**src/rtl/spi_pkg.sv**
```systemverilog
// Shared SPI master types: FSM state encoding and {cpol,cpha} mode constants.
package spi_pkg;

   typedef enum logic [2:0] {
      IDLE  = 3'd0,
      SETUP = 3'd1,
      XFER  = 3'd2,
      NEXT  = 3'd3,
      HOLD  = 3'd4,
      DESEL = 3'd5
   } spi_state_e;

   localparam logic [1:0] SPI_MODE0 = 2'b00;
   localparam logic [1:0] SPI_MODE1 = 2'b01;
   localparam logic [1:0] SPI_MODE2 = 2'b10;
   localparam logic [1:0] SPI_MODE3 = 2'b11;

endpackage

```
**src/rtl/spi_clk_gen.sv**
```systemverilog
// Half-period divider and SCLK generator; tick fires when the counter reaches div.
// Edges alternate leading/trailing by parity of the caller's edge index.
module spi_clk_gen #(
   parameter int DIV_W = 8
) (
   input  logic             clk,
   input  logic             rst,
   input  logic             cnt_en,
   input  logic [DIV_W-1:0] div,
   input  logic             xfer,
   input  logic             edge_par,
   input  logic             idle_load,
   input  logic             idle_lvl,
   output logic             tick,
   output logic             lead_edge,
   output logic             trail_edge,
   output logic             sclk
);

   logic [DIV_W-1:0] cnt_q, cnt_d;
   logic             sclk_q, sclk_d;

   assign tick       = cnt_en && (cnt_q == div);
   assign lead_edge  = tick && xfer && !edge_par;
   assign trail_edge = tick && xfer && edge_par;
   assign sclk       = sclk_q;

   always_comb begin
      cnt_d  = '0;
      sclk_d = sclk_q;
      if (cnt_en && !tick) begin
         cnt_d = cnt_q + 1'b1;
      end
      if (idle_load) begin
         sclk_d = idle_lvl;
      end else if (lead_edge || trail_edge) begin
         sclk_d = !sclk_q;
      end
   end

   always_ff @(posedge clk or posedge rst) begin
      if (rst) begin
         cnt_q  <= '0;
         sclk_q <= 1'b0;
      end else begin
         cnt_q  <= cnt_d;
         sclk_q <= sclk_d;
      end
   end

endmodule

```
**src/rtl/spi_master_cfg.sv**
```systemverilog
// SPI master with runtime CPOL/CPHA, bit order, divider and chip select; bursts share one CS.
// Single word: rx_valid rises (cfg_div+1)*(2*DATA_W+1) cycles after the accepting edge.
module spi_master_cfg
   import spi_pkg::*;
#(
   parameter int DATA_W = 8,
   parameter int DIV_W  = 8,
   parameter int NUM_CS = 1,
   localparam int CS_W  = (NUM_CS > 1) ? $clog2(NUM_CS) : 1
) (
   input  logic              clk,
   input  logic              rst,
   input  logic              cfg_cpol,
   input  logic              cfg_cpha,
   input  logic              cfg_lsb_first,
   input  logic [DIV_W-1:0]  cfg_div,
   input  logic [CS_W-1:0]   cfg_cs_sel,
   input  logic              tx_valid,
   output logic              tx_ready,
   input  logic [DATA_W-1:0] tx_data,
   input  logic              tx_last,
   output logic              rx_valid,
   output logic [DATA_W-1:0] rx_data,
   output logic              busy,
   output logic              sclk,
   output logic              mosi,
   input  logic              miso,
   output logic [NUM_CS-1:0] cs_n
);

   localparam int EC_W  = $clog2(2 * DATA_W);
   localparam int CS_WP = CS_W + 1;
   localparam logic [EC_W-1:0]  EDGE_LAST = EC_W'(2 * DATA_W - 1);
   localparam logic [CS_W:0]    NUM_CS_L  = CS_WP'(NUM_CS);

   spi_state_e        state_q, state_d;
   logic [DATA_W-1:0] tx_sr_q, tx_sr_d, rx_sr_q, rx_sr_d, rx_data_q, rx_data_d;
   logic [EC_W-1:0]   edge_cnt_q, edge_cnt_d;
   logic [DIV_W-1:0]  div_q, div_d;
   logic [NUM_CS-1:0] cs_n_q, cs_n_d;
   logic              cpol_q, cpol_d, cpha_q, cpha_d, lsb_q, lsb_d, last_q, last_d;
   logic              mosi_q, mosi_d, rx_valid_q, rx_valid_d, tx_ready_q, tx_ready_d;

   logic              tick, lead_edge, trail_edge, any_edge, sample, shift, last_edge;
   logic              accept, lsb_eff;
   logic [CS_W-1:0]   sel_in;
   logic [DATA_W-1:0] rx_shifted;

   spi_clk_gen #(.DIV_W(DIV_W)) u_clk_gen (
      .clk        (clk),
      .rst        (rst),
      .cnt_en     (state_q inside {SETUP, XFER, HOLD, DESEL}),
      .div        (div_q),
      .xfer       (state_q == XFER),
      .edge_par   (edge_cnt_q[0]),
      .idle_load  (state_q != XFER),
      .idle_lvl   ((state_q == IDLE) ? cfg_cpol : cpol_q),
      .tick       (tick),
      .lead_edge  (lead_edge),
      .trail_edge (trail_edge),
      .sclk       (sclk)
   );

   assign accept     = tx_valid && tx_ready_q;
   assign lsb_eff    = (state_q == IDLE) ? cfg_lsb_first : lsb_q;
   assign sel_in     = ({1'b0, cfg_cs_sel} < NUM_CS_L) ? cfg_cs_sel : '0;
   assign any_edge   = lead_edge || trail_edge;
   assign sample     = cpha_q ? trail_edge : lead_edge;
   // First bit is already on MOSI at load, and nothing follows the final edge.
   assign shift      = (cpha_q ? lead_edge : trail_edge) && (edge_cnt_q != '0)
                       && (edge_cnt_q != EDGE_LAST);
   assign last_edge  = any_edge && (edge_cnt_q == EDGE_LAST);
   assign rx_shifted = lsb_q ? {miso, rx_sr_q[DATA_W-1:1]} : {rx_sr_q[DATA_W-2:0], miso};

   always_comb begin
      state_d    = state_q;
      tx_sr_d    = tx_sr_q;
      rx_sr_d    = rx_sr_q;
      rx_data_d  = rx_data_q;
      rx_valid_d = 1'b0;
      edge_cnt_d = edge_cnt_q;
      div_d      = div_q;
      cs_n_d     = cs_n_q;
      cpol_d     = cpol_q;
      cpha_d     = cpha_q;
      lsb_d      = lsb_q;
      last_d     = last_q;
      mosi_d     = mosi_q;

      if (accept) begin
         tx_sr_d    = lsb_eff ? (tx_data >> 1) : (tx_data << 1);
         mosi_d     = lsb_eff ? tx_data[0] : tx_data[DATA_W-1];
         last_d     = tx_last;
         edge_cnt_d = '0;
      end

      unique case (state_q)
         IDLE: begin
            if (accept) begin
               cpol_d  = cfg_cpol;
               cpha_d  = cfg_cpha;
               lsb_d   = cfg_lsb_first;
               div_d   = cfg_div;
               cs_n_d  = ~(NUM_CS'(1) << sel_in);
               state_d = SETUP;
            end
         end
         SETUP: if (tick) state_d = XFER;
         XFER: begin
            if (sample) rx_sr_d = rx_shifted;
            if (shift) begin
               mosi_d  = lsb_q ? tx_sr_q[0] : tx_sr_q[DATA_W-1];
               tx_sr_d = lsb_q ? (tx_sr_q >> 1) : (tx_sr_q << 1);
            end
            if (any_edge && !last_edge) edge_cnt_d = edge_cnt_q + 1'b1;
            if (last_edge) begin
               rx_data_d  = sample ? rx_shifted : rx_sr_q;
               rx_valid_d = 1'b1;
               state_d    = NEXT;
            end
         end
         NEXT: begin
            if (last_q) state_d = HOLD;
            else if (accept) state_d = SETUP;
         end
         HOLD: begin
            if (tick) begin
               cs_n_d  = '1;
               state_d = DESEL;
            end
         end
         DESEL: if (tick) state_d = IDLE;
         default: state_d = IDLE;
      endcase

      tx_ready_d = (state_d == IDLE) || ((state_d == NEXT) && !last_d);
   end

   always_ff @(posedge clk or posedge rst) begin
      if (rst) begin
         state_q    <= IDLE;
         tx_sr_q    <= '0;
         rx_sr_q    <= '0;
         rx_data_q  <= '0;
         rx_valid_q <= 1'b0;
         edge_cnt_q <= '0;
         div_q      <= '0;
         cs_n_q     <= '1;
         cpol_q     <= 1'b0;
         cpha_q     <= 1'b0;
         lsb_q      <= 1'b0;
         last_q     <= 1'b0;
         mosi_q     <= 1'b0;
         tx_ready_q <= 1'b0;
      end else begin
         state_q    <= state_d;
         tx_sr_q    <= tx_sr_d;
         rx_sr_q    <= rx_sr_d;
         rx_data_q  <= rx_data_d;
         rx_valid_q <= rx_valid_d;
         edge_cnt_q <= edge_cnt_d;
         div_q      <= div_d;
         cs_n_q     <= cs_n_d;
         cpol_q     <= cpol_d;
         cpha_q     <= cpha_d;
         lsb_q      <= lsb_d;
         last_q     <= last_d;
         mosi_q     <= mosi_d;
         tx_ready_q <= tx_ready_d;
      end
   end

   assign tx_ready = tx_ready_q;
   assign rx_valid = rx_valid_q;
   assign rx_data  = rx_data_q;
   assign busy     = (state_q != IDLE);
   assign mosi     = mosi_q;
   assign cs_n     = cs_n_q;

endmodule
```
**config.mk**
```make
export PLATFORM = sky130hd
export DESIGN_NAME = spi_master_cfg
export DESIGN_NICKNAME = d
export VERILOG_FILES = /design/src/rtl/spi_pkg.sv /design/src/rtl/spi_clk_gen.sv /design/src/rtl/spi_master_cfg.sv
export SDC_FILE = /design/constraint.sdc
export NUM_CORES = 1
export LEC_CHECK = 0
export BUFFER_PORTS_ARGS = -buffer_cell sky130_fd_sc_hd__buf_2
export CORE_ASPECT_RATIO = 1.75
export CORE_MARGIN = 10
export CORE_UTILIZATION = 40
export CTS_CLUSTER_SIZE = 40
export DETAILED_ROUTE_END_ITERATION = 8
export PLACE_DENSITY = 0.57
export SYNTH_ARGS = -nofsm -noshare
export SYNTH_HDL_FRONTEND = slang
export SYNTH_HIERARCHICAL = 1
export SYNTH_SLANG_ARGS = --single-unit
```
**constraint.sdc**
```tcl
create_clock -name clk -period 2.4 [get_ports clk]
set_input_delay 0.12 -clock clk [delete_from_list [all_inputs] [get_ports clk]]
set_output_delay 0.12 -clock clk [all_outputs]
set_load 0.005 [all_outputs]
```
Yosys cells after proc, flatten, opt, wreduce, memory -nomap -nowiden. Index checks and enable logic that the tools add are counted. W data, S select, Z words.

Flip-flop bits (word level): 56. Word-level logic and storage cells: 97.

Add/sub/neg operators: 2. Magnitude comparators: 1. Eq/ne operators: 12. Shift-type cells: 1. Muxes and demuxes: 36. Bitwise gates (word level): 1. Reduce and logical (&&, ||, !) cells: 28.

Operators by type and width (count): $mux W8 (8); $mux W3 (6); $pmux W3 S6 (1); $mux W1 (17); $mux W4 (3); $logic_and A1 B1 Y1 (11); $eq A3 B2 Y1 const B (3); $add A8 B1 Y8 const B (1); $eq A8 B8 Y1 (1); $reduce_bool A4 Y1 (2); $eq A3 B3 Y1 const B (2); $logic_not A3 Y1 (2); $logic_not A1 Y1 (5); $add A4 B1 Y4 const B (1); $eq A4 B4 Y1 const B (1); $ne A4 B4 Y1 const B (1); $reduce_and A2 Y1 (2); $reduce_bool A2 Y1 (2); $eq A3 B1 Y1 const B (1); $ne A3 B2 Y1 const B (1); $reduce_and A3 Y1 (1); $reduce_bool A3 Y1 (1); $logic_or A1 B1 Y1 (2); $ne A2 B1 Y1 const B (1); 5 further kinds (5).

Longest topological paths before layout.
Depth in word-level cells: 12. Gate-level depth with buffers: 11.

By module. The synthesis kept the hierarchy.

By module, submodules not included: spi_master_cfg (times used 1, cells each 251, area an instance 2458.6 sq um, sequential area each 1177.4 sq um); spi_clk_gen (times used 1, cells each 53, area an instance 508.0 sq um, sequential area each 225.2 sq um).

Least setup slack after synthesis. Ideal clock, no wire load.

Path kind: reg2reg. Start point: register state_q[0]. End point: register edge_cnt_q[3]. Data arrival time: 2292 ps. Data required time: 2282 ps. Setup slack: -10 ps. Cell stages (with the launch flop): 11. Clock period less this slack: 2410 ps. Path through: dfrtp_1 > clkbuf_1 > o21a_1 > nor2_1 > nand2_1 > nor4_1 > nor2_1 > or3_1 > buf_2 > mux2_4 > a21o_1.

Word-level cells in the longest chain between the ends: 11. Elaborated cells on any way between the ends: 15. Those cells by class: 4 x eq/ne; 2 x mux; 9 x reduce/logical.

Ends and longest elaborated chain: start, declared (line spi_master_cfg.sv:36) `spi_state_e state_q, state_d;`; start signal, assigned (line spi_master_cfg.sv:156) `state_q <= state_d;`; $eq A3 B1 Y1, or another cell as far along (line spi_master_cfg.sv:52) `.cnt_en (state_q inside {SETUP, XFER, HOLD, DESEL}),`; $reduce_bool A4 Y1 (line spi_master_cfg.sv:52); $logic_and A1 B1 Y1 (line spi_clk_gen.sv:23) `assign tick = cnt_en && (cnt_q == div);`; $logic_and A1 B1 Y1 * (2 in a row) (line spi_clk_gen.sv:24) `assign lead_edge = tick && xfer && !edge_par;`; via lead_edge (line spi_master_cfg.sv:44) `logic tick, lead_edge, trail_edge, any_edge, sample, shift, last_edge;`; $logic_or A1 B1 Y1 * (line spi_master_cfg.sv:67) `assign any_edge = lead_edge || trail_edge;`; $logic_and A1 B1 Y1 (line spi_master_cfg.sv:72) `assign last_edge = any_edge && (edge_cnt_q == EDGE_LAST);`; $logic_not A1 Y1 (line spi_master_cfg.sv:115) `if (any_edge && !last_edge) edge_cnt_d = edge_cnt_q + 1'b1;`; $logic_and A1 B1 Y1 * (line spi_master_cfg.sv:115); $mux W4 * (line spi_master_cfg.sv:115); $mux W4 * (line spi_master_cfg.sv:97) `unique case (state_q)`; via edge_cnt_d[3] (line spi_master_cfg.sv:38) `logic [EC_W-1:0] edge_cnt_q, edge_cnt_d;`; end signal, assigned (line spi_master_cfg.sv:161) `edge_cnt_q <= edge_cnt_d;`; end, declared (line spi_master_cfg.sv:38).

Mark *: on every way through the listed nets, which the timed path passes. The rest lies on a longest branch. A chain may end at the register's enable or synchronous reset.

Final worst setup path.
Start point: register u_clk_gen.cnt_q[6]. End point: register tx_sr_q[4].

Word-level cells in the longest chain between the ends: 9. Elaborated cells on any way between the ends: 10. Those cells by class: 1 x eq/ne; 3 x mux; 6 x reduce/logical.

Ends and longest elaborated chain: start, declared (line spi_clk_gen.sv:20) `logic [DIV_W-1:0] cnt_q, cnt_d;`; start signal, assigned (line spi_clk_gen.sv:46) `cnt_q <= cnt_d;`; $eq A8 B8 Y1 (line spi_clk_gen.sv:23); $logic_and A1 B1 Y1 (line spi_clk_gen.sv:23); $logic_and A1 B1 Y1 (2 in a row) (line spi_clk_gen.sv:25) `assign trail_edge = tick && xfer && edge_par;`; via trail_edge (line spi_master_cfg.sv:44); $mux W1 (line spi_master_cfg.sv:70) `assign shift = (cpha_q ? lead_edge : trail_edge) && (edge_cnt_q != '0)`; $logic_and A1 B1 Y1 (line spi_master_cfg.sv:70); $logic_and A1 B1 Y1 (line spi_master_cfg.sv:71) `&& (edge_cnt_q != EDGE_LAST);`; $mux W8 (line spi_master_cfg.sv:111) `if (shift) begin`; $mux W8 (line spi_master_cfg.sv:97); via tx_sr_d[4] (line spi_master_cfg.sv:37) `logic [DATA_W-1:0] tx_sr_q, tx_sr_d, rx_sr_q, rx_sr_d, rx_data_q, rx_data_d;`; end signal, assigned (line spi_master_cfg.sv:157) `tx_sr_q <= tx_sr_d;`; end, declared (line spi_master_cfg.sv:37).

The timed path passes the listed nets, and every way through them passes these cells.

==> metrics.json <==
{
  "max_cap_viols": {"value": 0},
  "worst-slew-pin-transition": {"value": 0.622, "unit": "ns"},
  "maxSlewViolCount": {"value": 0},
  "holdCritPathClass": {"value": "in2reg"},
  "area.growth.synth_to_final": {"value": 26.1, "unit": "%"},
  "drive_above_1_share": {"value": 30.8, "unit": "%"},
  "p_leak": {"value": 1.70, "unit": "nW"},
  "cp_cell_sequence": {"value": "xnor2_1 > nand4_1 > nor2_1 > and4_1 > mux2i_1 > or4_4 > buf_12 > o21a_1 > a31o_1"},
  "power.net_switching": {"value": 0.00128, "unit": "W"},
  "power.share.clock": {"value": 19.8, "unit": "%"},
  "ys_dominant_reg_cell": {"value": "dfrtp_1"},
  "postSynthRegisterBits": {"value": 56},
  "cp_data_required_time": {"value": 2.58, "unit": "ns"},
  "cts_tree": {"value": "built"},
  "synth_nets": {"value": 332},
  "grt_pass1_wl": {"value": 11900, "unit": "um"},
  "cp_max_fo": {"value": 5},
  "switching_share": {"value": 34.8, "unit": "%"},
  "timing.final.setup_violations": {"value": 3},
  "min_period_over_period": {"value": 102, "unit": "%"},
  "hp-start": {"value": "cfg_div[4]"},
  "detailroute.via_count": {"value": 2398},
  "first_iter_violations": {"value": 143},
  "die_boundary_height": {"value": 134, "unit": "um"},
  "timing.hold.worst_path_depth": {"value": 2},
  "pin_count_of_the_biggest_net_entering_global_routing": {"value": 23},
  "nNetsFinal": {"value": 394},
  "vias_per_cell": {"value": 5.29},
  "final_util": {"value": 51.7, "unit": "%"},
  "placement.setup.worst_slack": {"value": -0.0409, "unit": "ns"},
  "timing.critical_path.arrival": {"value": 2.63, "unit": "ns"},
  "clock-skew-final": {"value": 0.00651, "unit": "ns"},
  "total_number_of_clock_tree_sinks": {"value": 56},
  "die-area": {"value": 11400, "unit": "um2"},
  "cts_inserted_buffers": {"value": 5},
  "power_per_cell_area": {"value": 982, "unit": "nW/um2"},
  "avg_cell_area_syn": {"value": 9.76, "unit": "um2"},
  "holdWs": {"value": 0.0518, "unit": "ns"},
  "firstDrtPassIters": {"value": 5},
  "sequential_group_share_of_total_power": {"value": 42.7, "unit": "%"},
  "initial_antenna_violation_count": {"value": 0},
  "dpl-instance-area": {"value": 3360, "unit": "um2"},
  "power_report.internal_total": {"value": 0.00240, "unit": "W"},
  "crit-reg2reg-launch": {"value": "u_clk_gen/cnt_q[6]"},
  "path_class": {"value": "reg2reg"},
  "final_design_area_no_fill": {"value": 3740, "unit": "um2"},
  "detail_route.wl_per_cell": {"value": 15.5, "unit": "um"},
  "reg2reg_setup_slack": {"value": -0.05, "unit": "ns"},
  "n_antenna_cell": {"value": 0},
  "synth_edf_count": {"value": 0},
  "cts_buffer_depth": {"value": 2},
  "cts-root-buf": {"value": "clkbuf_16"},
  "route.final.wire_length": {"value": 7020, "unit": "um"},
  "remaining_drc_errors": {"value": 0},
  "number_of_placed_i_o_pins": {"value": 39},
  "design_power_total": {"value": 0.00367, "unit": "W"},
  "slew_headroom": {"value": 58.4, "unit": "%"},
  "post_synth_instance_area": {"value": 2970, "unit": "um2"},
  "min_delay_worst_endpoint": {"value": "div_q[4]"},
  "placeable_core_region": {"value": 7230, "unit": "um2"},
  "maximum_vdd_ir_drop": {"value": 0.000511, "unit": "V"},
  "yosysWarnings": {"value": 6},
  "critPathMaxStageDelay": {"value": 0.49, "unit": "ns"},
  "timing.fmax": {"value": 408, "unit": "MHz"},
  "slowest_stage": {"value": "or4_4"},
  "initial_utilization": {"value": 41.0, "unit": "%"},
  "crit_path_end_kind": {"value": "register"},
  "ctsHtreeMaxLevel": {"value": 2},
  "overflow": {"value": 0},
  "floorplan.die.width": {"value": 85.1, "unit": "um"},
  "first_global_vias": {"value": 2578},
  "globalRouteTotalUtil": {"value": 12.4, "unit": "%"},
  "clk_latency": {"value": 0.29, "unit": "ns"},
  "drt.antenna.violating_nets": {"value": 0},
  "comb_power_share": {"value": 37.5, "unit": "%"},
  "ys_async_sr_fraction": {"value": 100, "unit": "%"},
  "portBuffers": {"value": 37},
  "syn-instance-count": {"value": 304},
  "gpl.final_weighted_congestion": {"value": 0.806},
  "cts.reportedPaths.clkPinSlew": {"value": 0.07, "unit": "ns"},
  "reg2reg_depth": {"value": 9},
  "timing_hold_violations_final": {"value": 0},
  "period_minus_slack": {"value": 2.45, "unit": "ns"},
  "synth-seq-area-share": {"value": 47.3, "unit": "%"},
  "rr_endpoint": {"value": "tx_sr_q[4]"},
  "netlist-cell-type-count": {"value": 51},
  "grt_setup_unrepaired": {"value": "yes"},
  "dp_hpwl": {"value": 5160, "unit": "um"},
  "setup_ws": {"value": -0.0491, "unit": "ns"},
  "std_cell_rows": {"value": 41},
  "violations": {"value": "negative setup slack"},
  "outcome": {"value": "complete, but fails checks"},
  "critical_path.startpoint_type": {"value": "register"}
}
==> logic make-up after synthesis <==
family,Yosys count,share of synthesized area (%)
AOI/OAI and AO/OA,69,15.4
xor gates and xnor gates,15,4.43
adders and majority gates,3,1.27
buffers and inverters,30,4.30
DFF,56,47.3
muxes,29,10.4
and+or+nand+nor,102,16.9
==> flip-flops by register name, indices dropped and copies added (netlist names) <==
| register | count |
|---|---|
| state_q | 3 |
| rx_sr_q | 8 |
| tx_ready | 1 |
| last_q | 1 |
| edge_cnt_q | 4 |
| tx_sr_q | 8 |
| rx_data | 8 |
| lsb_q | 1 |
| mosi | 1 |
| rx_valid | 1 |
| div_q | 8 |
| u_clk_gen/cnt_q | 8 |
| cpol_q | 1 |
| cpha_q | 1 |
| cs_n | 1 |
| u_clk_gen/sclk | 1 |
==> synthesized netlist by cell type (4+ instances only) <==
library cell / n / area, um2
o31ai_1: 6 / 45.0
xnor2_1: 12 / 105
dfrtp_1: 55 / 1380
nor2_1: 22 / 82.6
inv_1: 13 / 48.8
nand3_1: 11 / 55.1
o21a_1: 5 / 37.5
nor3_1: 6 / 30.0
nand2_1: 36 / 135
mux2_2: 11 / 124
a21oi_1: 4 / 20.0
nand3b_1: 4 / 30.0
mux2i_1: 17 / 170
o21ai_0: 31 / 155
clkbuf_1: 11 / 41.3
==> critical path: cells and delay by family, from the launching register on <==
family,cells,cell delay [ns]
flops,1,0.41
mux,1,0.09
buf+inv,1,0.16
compound gates,2,0.30
xor+xnor,1,0.22
simple gates,4,1.15
==> cell type report <==
cell class | count | area (um2)
clock buffer | 5 | 125
sequential | 56 | 1400
clock inverter | 3 | 22.5
tap | 86 | 108
inverter | 13 | 51.3
timing repair buffer | 72 | 502
multi-input combinational | 218 | 1530
fill | 658 | 3490
==> per-layer routing <==
layer | global-route usage [%] | share of wire (%) | up-vias
met5 | 0 | 0 | -
met4 | 4.96 | 1.3 | 0
met3 | 3.09 | 3.9 | 7
met2 | 22.5 | 55 | 44
met1 | 13.0 | 39 | 1147
li1 | - | - | 1200
==> stage by stage <==
stage	std cells	TNS (ns)
floorplan	304	0
global placement	433	0
detailed placement	433	-0.114
CTS	445	0
global route	453	-1.16
finish	453	-0.128
==> how the worst max path moves through the flow <==
stage	startpoint	endpoint	slack, ns
floorplan	state_q[0]	edge_cnt_q[3]	0.08
global placement	div_q[3]	tx_sr_q[4]	0.04
detailed placement	div_q[3]	tx_sr_q[4]	-0.04
CTS	state_q[2]	tx_sr_q[4]	0.001
global route	u_clk_gen/cnt_q[6]	tx_sr_q[2]	-0.17
finish	u_clk_gen/cnt_q[6]	tx_sr_q[4]	-0.05
==> power by group through the flow <==
stage	clock [W]	sequential, W	combinational [W]
global placement	0	0.00156	0.00122
detailed placement	0	0.00158	0.00125
floorplan	0	0.00150	0.000918
CTS	0.000757	0.00156	0.00130
global route	0.000782	0.00162	0.00155
finish	0.000727	0.00157	0.00138
==> placed cells by master (no fill, tap or decap), types with 2 or more instances in the layout <==
cell type,count
nand4_1,3
mux2_2,10
buf_2,37
nor2_2,2
o31ai_4,2
a31oi_1,2
o21a_1,5
o31ai_1,4
a31o_1,3
o22ai_2,3
o22ai_1,3
inv_2,2
mux2_4,2
ha_1,3
or3_4,2
xnor2_1,10
nand2_1,35
xor2_1,3
nor3_1,5
nor2_1,20
buf_4,30
and3_1,3
dfrtp_1,55
and2_1,3
clkbuf_16,7
a311o_1,2
xnor2_2,2
inv_1,10
mux2i_1,17
nand3b_1,4
a21oi_1,4
o21ai_0,31
nand3_1,11
nor3b_1,2
==> timing repair <==
action / in CTS / in global routing
pin swaps: 2 / 7
resized for setup: 5 / 18
setup buffers: 3 / 6
endpoints found under the hold margin: 27 / 0
hold buffers: 1 / 0
cloned: 0 / 2
endpoints found under the setup margin: 3 / 12
Power figures use the tool's default switching activity.
